===== src/rtl/hsv_binary_filter_pkg.sv =====
// hsv_binary_filter_pkg: shared constants and helpers for the HSV binary filter
// Contents: HSV_NONE marker, HSV24 field bounds, default tolerances, distance helpers.
package hsv_binary_filter_pkg;
   localparam logic [23:0] HSV_NONE = 24'hFFFFFF;
   localparam int H_MSB = 23, H_LSB = 16, S_MSB = 15, S_LSB = 8, V_MSB = 7, V_LSB = 0;
   localparam logic [7:0] DEF_H_TOL = 8'd8, DEF_S_TOL = 8'd40, DEF_V_TOL = 8'd60;
   localparam int DEF_R = 1;
   function automatic logic [7:0] abs_diff(input logic [7:0] a, input logic [7:0] b);
      return a > b ? a - b : b - a;
   endfunction
   // hue wraps at 256, so the shorter way round the circle is the distance
   function automatic logic [7:0] hue_dist(input logic [7:0] a, input logic [7:0] b);
      logic [7:0] d;
      d = abs_diff(a, b);
      return d > 8'd128 ? 8'(9'd256 - {1'b0, d}) : d;
   endfunction
   function automatic int unsigned popcount(input logic [6:0] v);
      popcount = 0;
      for (int i = 0; i < 7; i++) popcount += 32'(v[i]);
   endfunction
endpackage


===== src/rtl/hsv_binary_filter_delay_line.sv =====
// hsv_binary_filter_delay_line: DEPTH-stage register delay of a WIDTH-bit bus
// Ports: PClk, Rst_n (async, active low), d in, q = d delayed DEPTH cycles.
module hsv_binary_filter_delay_line #(
   parameter int WIDTH = 1,
   parameter int DEPTH = 1
) (
   input  logic             PClk,
   input  logic             Rst_n,
   input  logic [WIDTH-1:0] d,
   output logic [WIDTH-1:0] q
);
   logic [WIDTH-1:0] pipe [DEPTH];
   always_ff @(posedge PClk or negedge Rst_n)
      if (!Rst_n) pipe <= '{default: '0};
      else begin
         pipe[0] <= d;
         for (int i = 1; i < DEPTH; i++) pipe[i] <= pipe[i-1];
      end
   assign q = pipe[DEPTH-1];
endmodule


===== src/rtl/hsv_binary_filter.sv =====
// hsv_binary_filter: HSV tolerance match against a per-frame reference plus horizontal majority filter
// Inputs: PClk, Rst_n, VtcHCnt/VtcVCnt/VtcDe timing, HSV24 pixel, HSV_detect reference.
// Outputs: Binary_Raw, Binary_PostProcess and the timing signals, all delayed by L = 3 + R.
module hsv_binary_filter
   import hsv_binary_filter_pkg::*;
#(
   parameter logic [7:0] H_TOL = DEF_H_TOL,
   parameter logic [7:0] S_TOL = DEF_S_TOL,
   parameter logic [7:0] V_TOL = DEF_V_TOL,
   parameter int         R     = DEF_R
) (
   input  logic        PClk,
   input  logic        Rst_n,
   input  logic [11:0] VtcHCnt,
   input  logic [11:0] VtcVCnt,
   input  logic        VtcDe,
   input  logic [23:0] HSV24,
   input  logic [23:0] HSV_detect,
   output logic        Binary_Raw,
   output logic        Binary_PostProcess,
   output logic [11:0] VtcHCnt_o,
   output logic [11:0] VtcVCnt_o,
   output logic        VtcDe_o
);
   localparam int L = 3 + R;
   logic [23:0] ref_q, cur_ref;
   logic [7:0] dh, ds, dv;
   logic de1, vld1, de2, match, de_c;
   logic [2*R-1:0] win;
   logic [24:0] ctr_o;
   // the frame-origin pixel already uses the freshly sampled reference
   assign cur_ref = (VtcVCnt == '0 && VtcHCnt == '0) ? HSV_detect : ref_q;
   always_ff @(posedge PClk or negedge Rst_n)
      if (!Rst_n) begin
         ref_q <= HSV_NONE;
         dh <= '0;
         ds <= '0;
         dv <= '0;
         vld1 <= 1'b0;
         de1 <= 1'b0;
         de2 <= 1'b0;
         match <= 1'b0;
         win <= '0;
         Binary_PostProcess <= 1'b0;
      end else begin
         ref_q <= cur_ref;
         dh <= hue_dist(HSV24[H_MSB:H_LSB], cur_ref[H_MSB:H_LSB]);
         ds <= abs_diff(HSV24[S_MSB:S_LSB], cur_ref[S_MSB:S_LSB]);
         dv <= abs_diff(HSV24[V_MSB:V_LSB], cur_ref[V_MSB:V_LSB]);
         vld1 <= cur_ref != HSV_NONE;
         de1 <= VtcDe;
         de2 <= de1;
         match <= de1 & vld1 & (dh <= H_TOL) & (ds <= S_TOL) & (dv <= V_TOL);
         // keep draining the line tail until the centre leaves DE, then clear so taps never span lines
         win <= (!de2 && !de_c) ? '0 : {win[2*R-2:0], match};
         Binary_PostProcess <= (int'(popcount(7'({win, match}))) >= R + 1) & de_c;
      end
   hsv_binary_filter_delay_line #(.WIDTH(1), .DEPTH(R)) u_de_centre (
      .PClk(PClk), .Rst_n(Rst_n), .d(de2), .q(de_c));
   hsv_binary_filter_delay_line #(.WIDTH(1), .DEPTH(R + 1)) u_raw (
      .PClk(PClk), .Rst_n(Rst_n), .d(match), .q(Binary_Raw));
   hsv_binary_filter_delay_line #(.WIDTH(25), .DEPTH(L)) u_ctr (
      .PClk(PClk), .Rst_n(Rst_n), .d({VtcVCnt, VtcHCnt, VtcDe}), .q(ctr_o));
   assign {VtcVCnt_o, VtcHCnt_o, VtcDe_o} = ctr_o;
endmodule


===== config.mk =====
export PLATFORM = sky130hd
export DESIGN_NAME = hsv_binary_filter
export DESIGN_NICKNAME = d
export VERILOG_FILES = /design/src/rtl/hsv_binary_filter_pkg.sv /design/src/rtl/hsv_binary_filter_delay_line.sv /design/src/rtl/hsv_binary_filter.sv
export SDC_FILE = /design/constraint.sdc
export NUM_CORES = 1
export LEC_CHECK = 0
export BUFFER_PORTS_ARGS = -buffer_cell sky130_fd_sc_hd__buf_2
export CORE_MARGIN = 1
export CORE_UTILIZATION = 57
export CTS_CLUSTER_DIAMETER = 30
export CTS_CLUSTER_SIZE = 8
export DETAILED_ROUTE_END_ITERATION = 10
export GPL_TIMING_DRIVEN = 0
export PLACE_DENSITY = 0.79
export REMOVE_ABC_BUFFERS = 1
export SETUP_SLACK_MARGIN = 0.02
export SLEW_MARGIN = 10
export SYNTH_ARGS = -nofsm -noshare
export SYNTH_HDL_FRONTEND = slang
export SYNTH_SLANG_ARGS = --single-unit

===== constraint.sdc =====
create_clock -name PClk -period 4.1 [get_ports PClk]
set_input_delay 0.205 -clock PClk [delete_from_list [all_inputs] [get_ports PClk]]
set_output_delay 0.205 -clock PClk [all_outputs]
set_load 0.02 [all_outputs]

# == Word-level counts from Yosys, hierarchy flattened ==
# Cells that the tools add are included.
# totals
reg_bits,158
in_bits,75
out_inout_bits,27
elab_cells,52
# classes
addsub,9
n_lt_le_gt_ge,8
eq_ne,1
mux,6
bitwise_logic,5
n_reduce_logical,6
# ops
operator,n
$sub 8x8->8,6
$mux 8,4
$gt 8x8->1,3
$logic_not 12->1,2
$mux 24,1
$ne 24x24->1 const B,1
$le 8x6->1 const B,2
$gt 8x8->1 const B,1
$le 8x4->1 const B,1
$sub 1x8->8 const A,1
$and 1x1->1,5
$add 2x1->3,1
$ge 3x2->1 const B,1
$add 1x1->2,1
$logic_and 1x1->1,2
$logic_not 1->1,2
$mux 2,1

# == Depth between registers and ports, before layout ==
# logic_depth
word_depth,7
mapped_depth,19
depth_no_buf,17

# == By module ==
# A second synthesis with hierarchy kept.
# unflattened
hier_cells,566
area_unflattened_um2,7088.0
# by_module_without_submodules
mod,instances,cells_each,area_per_inst_um2,seq_area_each_um2
hsv_binary_filter,1,438,4322.9,1406.3
hsv_binary_filter_delay_line at u_ctr,1,125,2690.1,2502.4
hsv_binary_filter_delay_line at u_raw,1,2,50.0,50.0
hsv_binary_filter_delay_line at u_de_centre,1,1,25.0,25.0

# == Worst setup path after synthesis ==
# No wires, ideal clock.
# synth_path
kind,input-to-reg
from,input port VtcVCnt[0]
to,register dh[1]
setup_time_ps,79
t_arrival_ps,4543
required_time_ps,4021
slack_ps,-522
stages,18
n_path_buf,2
cell_sequence,nor4_4 nand4_4 nor2_4 buf_1 mux2i_1 inv_1 ha_1 clkbuf_1 nand2_1 or4_1 a31oi_4 nand2b_2 o21ai_2 mux2i_1 ha_1 o21ai_0 o41ai_1 mux2i_1
# synth_between
elab_chain_cells,7
elab_cells_between_ends,10
classes_between,3 x add/sub; 2 x order compare; 3 x mux; 2 x reduce/logical
# synth_rtl
item,line,source
"start, declared",hsv_binary_filter.sv:15,"input logic [11:0] VtcVCnt,"
$logic_not 12->1 (*),hsv_binary_filter.sv:32,assign cur_ref = (VtcVCnt == '0 && VtcHCnt == '0) ? HSV_detect : ref_q;
$logic_and 1x1->1 (*),hsv_binary_filter.sv:32,
$mux 24 (*),hsv_binary_filter.sv:32,
net cur_ref[21],hsv_binary_filter.sv:26,"logic [23:0] ref_q, cur_ref;"
$gt 8x8->1 or $sub 8x8->8 (tied branches),hsv_binary_filter_pkg.sv:9,return a > b ? a - b : b - a;
$mux 8 (*),hsv_binary_filter_pkg.sv:9,
$sub 1x8->8 or $gt 8x8->1 (tied branches),hsv_binary_filter_pkg.sv:15,"return d > 8'd128 ? 8'(9'd256 - {1'b0, d}) : d;"
$mux 8 (*),hsv_binary_filter_pkg.sv:15,
"end signal, assigned",hsv_binary_filter.sv:47,"dh <= hue_dist(HSV24[H_MSB:H_LSB], cur_ref[H_MSB:H_LSB]);"
"end, declared",hsv_binary_filter.sv:27,"logic [7:0] dh, ds, dv;"
# Mark *: on every way through the listed nets, which the timed path passes. The rest lies on a longest branch.

# == Worst setup path after layout ==
# layout_path
from,input port VtcVCnt[7]
to,register dh[7]
# layout_between
elab_chain_cells,7
elab_cells_between_ends,10
classes_between,3 x add/sub; 2 x order compare; 3 x mux; 2 x reduce/logical
# layout_rtl
item,line
$logic_not 12->1 (*),hsv_binary_filter.sv:32
$logic_and 1x1->1 (*),hsv_binary_filter.sv:32
$mux 24 (*),hsv_binary_filter.sv:32
$sub 8x8->8 or $gt 8x8->1 (tied branches),hsv_binary_filter_pkg.sv:9
$mux 8 (*),hsv_binary_filter_pkg.sv:9
$sub 1x8->8 or $gt 8x8->1 (tied branches),hsv_binary_filter_pkg.sv:15
$mux 8 (*),hsv_binary_filter_pkg.sv:15
# Mark *: on every way between the ends. The rest lies on a longest branch, timed or not.

==> impl_metrics.tcl <==
set metrics [dict create \
    final_core_util 0.734 \
    cts.sinks 155 \
    cts_made_buffers 17 \
    worstHoldPathType "input pin to flip-flop" \
    ir_drop_mv 0.308 \
    rsz0062_at_grt "yes" \
    die_x_um 113 \
    max_freq_mhz 250 \
    ys_seq_area_frac 0.558 \
    synth_edf_count 0 \
    final_cell_area_mm2 0.00882 \
    min_period_ns 4.00 \
    crit_family "compound AO/OA/AOI/OAI gates" \
    drt-total-wl_um 15700 \
    viasPerCell 5.58 \
    yosys.area_share.adder 0.0947 \
    root_buffer "clkbuf_16" \
    synth.area.top_cells "dfrtp_1, dfstp_2, ha_1" \
    synthSimpleGateAreaFrac 0.0932 \
    crit_type "input pin to flip-flop" \
    path_buf_inv 4 \
    drcViolationCount 0 \
    clock_latency_ns 0.42 \
    placementRows 40 \
    path_cells "buf_2 -> nor4_4 -> nand4_4 -> nor2_4 -> buf_12 -> buf_6 -> mux2i_4 -> inv_1 -> ha_1 -> ha_2 -> a221oi_4 -> nand3_2 -> a311o_1 -> a32oi_2 -> o21ai_4 -> or3_4 -> a2111oi_4" \
    worst_path_max_delay_cell "or3_4" \
    synth_top_area_share 0.468 \
    setup_ws_ns 0.103 \
    grt_pass1_vias 4812 \
    cts_htree_levels 4 \
    max-cap-violations 0 \
    netlist-cell-type-count 65 \
    netlist_area_mm2 0.00701 \
    synth_area_leader_cell "dfrtp_1" \
    skew_ns 0.0102 \
    drtPass1Iterations 5 \
    finalMaxSlewViolations 0 \
    worst_slew_pin_slew_ns 0.609 \
    ys_warn_count 0 \
    critPathRequiredTime_ns 4.40 \
    fillCellCount 762 \
    syn_inst 562 \
    die_area_mm2 0.0127 \
    ant_nets 0 \
    synth-async-reset-ratio 1.00 \
    start_util 0.583 \
    synth_seq_cells 155 \
    die_h_um 113 \
    dp_cells 780 \
    diodes 0 \
    max_slew_margin 0.593 \
    core_area_mm2 0.0120 \
    fin_tns_setup_ns 0 \
    grt.total_usage 0.255 \
    antenna_found_initial 0 \
    synth_flop_cell "dfrtp_1" \
    placed_cell_area_mm2 0.00753 \
    cts_tree "built" \
    drive_above_1_share 0.333 \
    end_kind "flip-flop" \
    clk_pin_slew_ns 0.06 \
    outcome "finished, final reports clean" \
    worstPathArrival_ns 4.30 \
    pre_cts_slack_ns -1.65 \
    pin_count 102 \
    place_congestion 0.864 \
    overflow 0 \
    first_iter_violations 286 \
    fin_cells 862 \
    numPortBuffers 101 \
    synth_xor_xnor_area_share 0.0225 \
    p_per_area_mw_per_mm2 402 \
    slowest_delay_ns 0.41 \
    finalHoldViolCount 0 \
    syn2layout_area_growth_pct 25.9 \
    grt_pass1_wl_um 24400 \
    vias 4814 \
    syn_avg_cell_area_um2 12.5 \
    grt_max_degree 101 \
    setup_viol 0 \
    leakage_nw 4.25 \
    cp_max_fo 6 \
    synth_compound_area_frac 0.105 \
    wl_per_cell_um 18.2 \
    startpoint_type "input pin" \
    fin_crit_sh 0.975 \
    cts_buffer_depth 2 \
    dp_hpwl_um 9390 \
    synth_top_family_by_area "compound AO/OA/AOI/OAI gates" \
    fin_nets 827 \
    synthMuxAreaShare 0.0627 \
]
through the flow:
step	hold WS, ns	power, mW
2_1_floorplan	-0.0906	1.87
3_3_place_gp	0.331	1.99
3_5_place_dp	0.153	2.02
4_1_cts	0.0376	3.53
5_1_grt	0.0424	3.67
6_report	0.0451	3.55
registers in the layout, indices dropped and copies added, names as in the netlist, 2 cells and up:
register	count
dh	8
ds	8
dv	8
ref_q	24
u_ctr.pipe	75
u_ctr.q	25
win	2
layout by cell type, fill, tap and decap left out, types with 7 or more instances in the layout:
cell,synthesis,final
inv_1,63,63
nor2_1,17,17
nand2_1,16,16
mux2i_4,0,7
mux2i_1,36,25
mux2_2,7,7
dfrtp_1,131,131
buf_4,24,20
ha_1,45,41
dlygate4sd3_1,0,26
buf_2,0,100
nor4_1,8,8
xnor2_1,12,12
dfstp_2,24,24
a21oi_1,21,19
a31oi_1,7,7
o21ai_0,14,10
o21ai_1,5,8
o21a_1,9,9
clkbuf_16,0,17
and3_1,7,7
a21o_1,11,11
worst register-to-register path, delay by kind of cell, from the launching register on:
kind / cells / cell delay [ns]
compound gates: 5 / 1.01
mux: 1 / 0.29
fa+ha+maj: 1 / 0.27
flops: 1 / 0.39
simple gates: 5 / 1.41
timing repair:
action / in CTS / in global routing
hold endpoints to repair: 60 / 0
gates cloned: 1 / 0
setup buffers: 18 / 5
gates resized for setup: 19 / 29
hold buffers: 26 / 0
pin swaps: 9 / 12
endpoints found under the setup margin: 20 / 11
final timing paths:
kind / from / to / slack [ns] / cells past startpoint
worst max-delay path: VtcVCnt[7] / dh[7] / 0.10 / 17
worst min-delay path: HSV_detect[23] / ref_q[23] / 0.05 / 3
worst max register to register: ref_q[18] / dh[7] / 0.61 / 12
worst min register to register: u_ctr.pipe[70] / u_ctr.pipe[45] / 0.35 / 0
max in group asynchronous: Rst_n / ref_q[17] / 2.98 / 3
min in group asynchronous: Rst_n / u_raw.q / 0.29 / 2
synth_stat cells (5+ instances only):
library cell	n
mux2_2	7
clkbuf_1	6
nand2_1	16
ha_1	45
xor2_1	6
mux2i_1	36
o21ai_0	14
dfstp_2	24
nor2b_1	6
nor2_1	17
fa_1	5
dfrtp_1	131
nor4_1	8
a31oi_1	7
xnor2_1	12
o21a_1	9
and3_1	7
nand3_1	6
a21o_1	11
o21ai_1	5
buf_4	24
a21oi_1	21
inv_1	63
nand4_1	6
where the power goes:
| group | internal, mW | switching (mW) |
|---|---|---|
| clock network | 0.801 | 0.682 |
| registers | 1.62 | 0.0284 |
| logic | 0.180 | 0.239 |
routing by layer:
layer  global-route usage  part of all wire  up-vias  wire, um
met4                0.102             0.028        0       442
met1                0.327              0.42     2359      6620
met5                    0                 0        -         0
met2                0.428              0.50      197      7850
li1                     -                 -     2217         -
met3               0.0498             0.048       41       746
layout make-up:
class	instances	area [um^2]	area share
inverters	63	236	0.0268
flip-flops and latches	155	3910	0.443
well taps	147	184	0.0209
clock inverters	14	133	0.0150
repair buffers	152	1020	0.115
multi-input cells	313	2910	0.330
clock buffers	18	429	0.0487
kinds of logic (layout without fill, tap and decap cells):
family	after synthesis	in the layout
flip-flops	155	155
AO/OA/AOI/OAI	103	103
AND/OR/NAND/NOR	98	99
buffers and inverters	95	247
adder cells (fa/ha/maj)	50	50
multiplexers	43	43
XOR/XNOR	18	18
(Power assumes the default switching activity.)
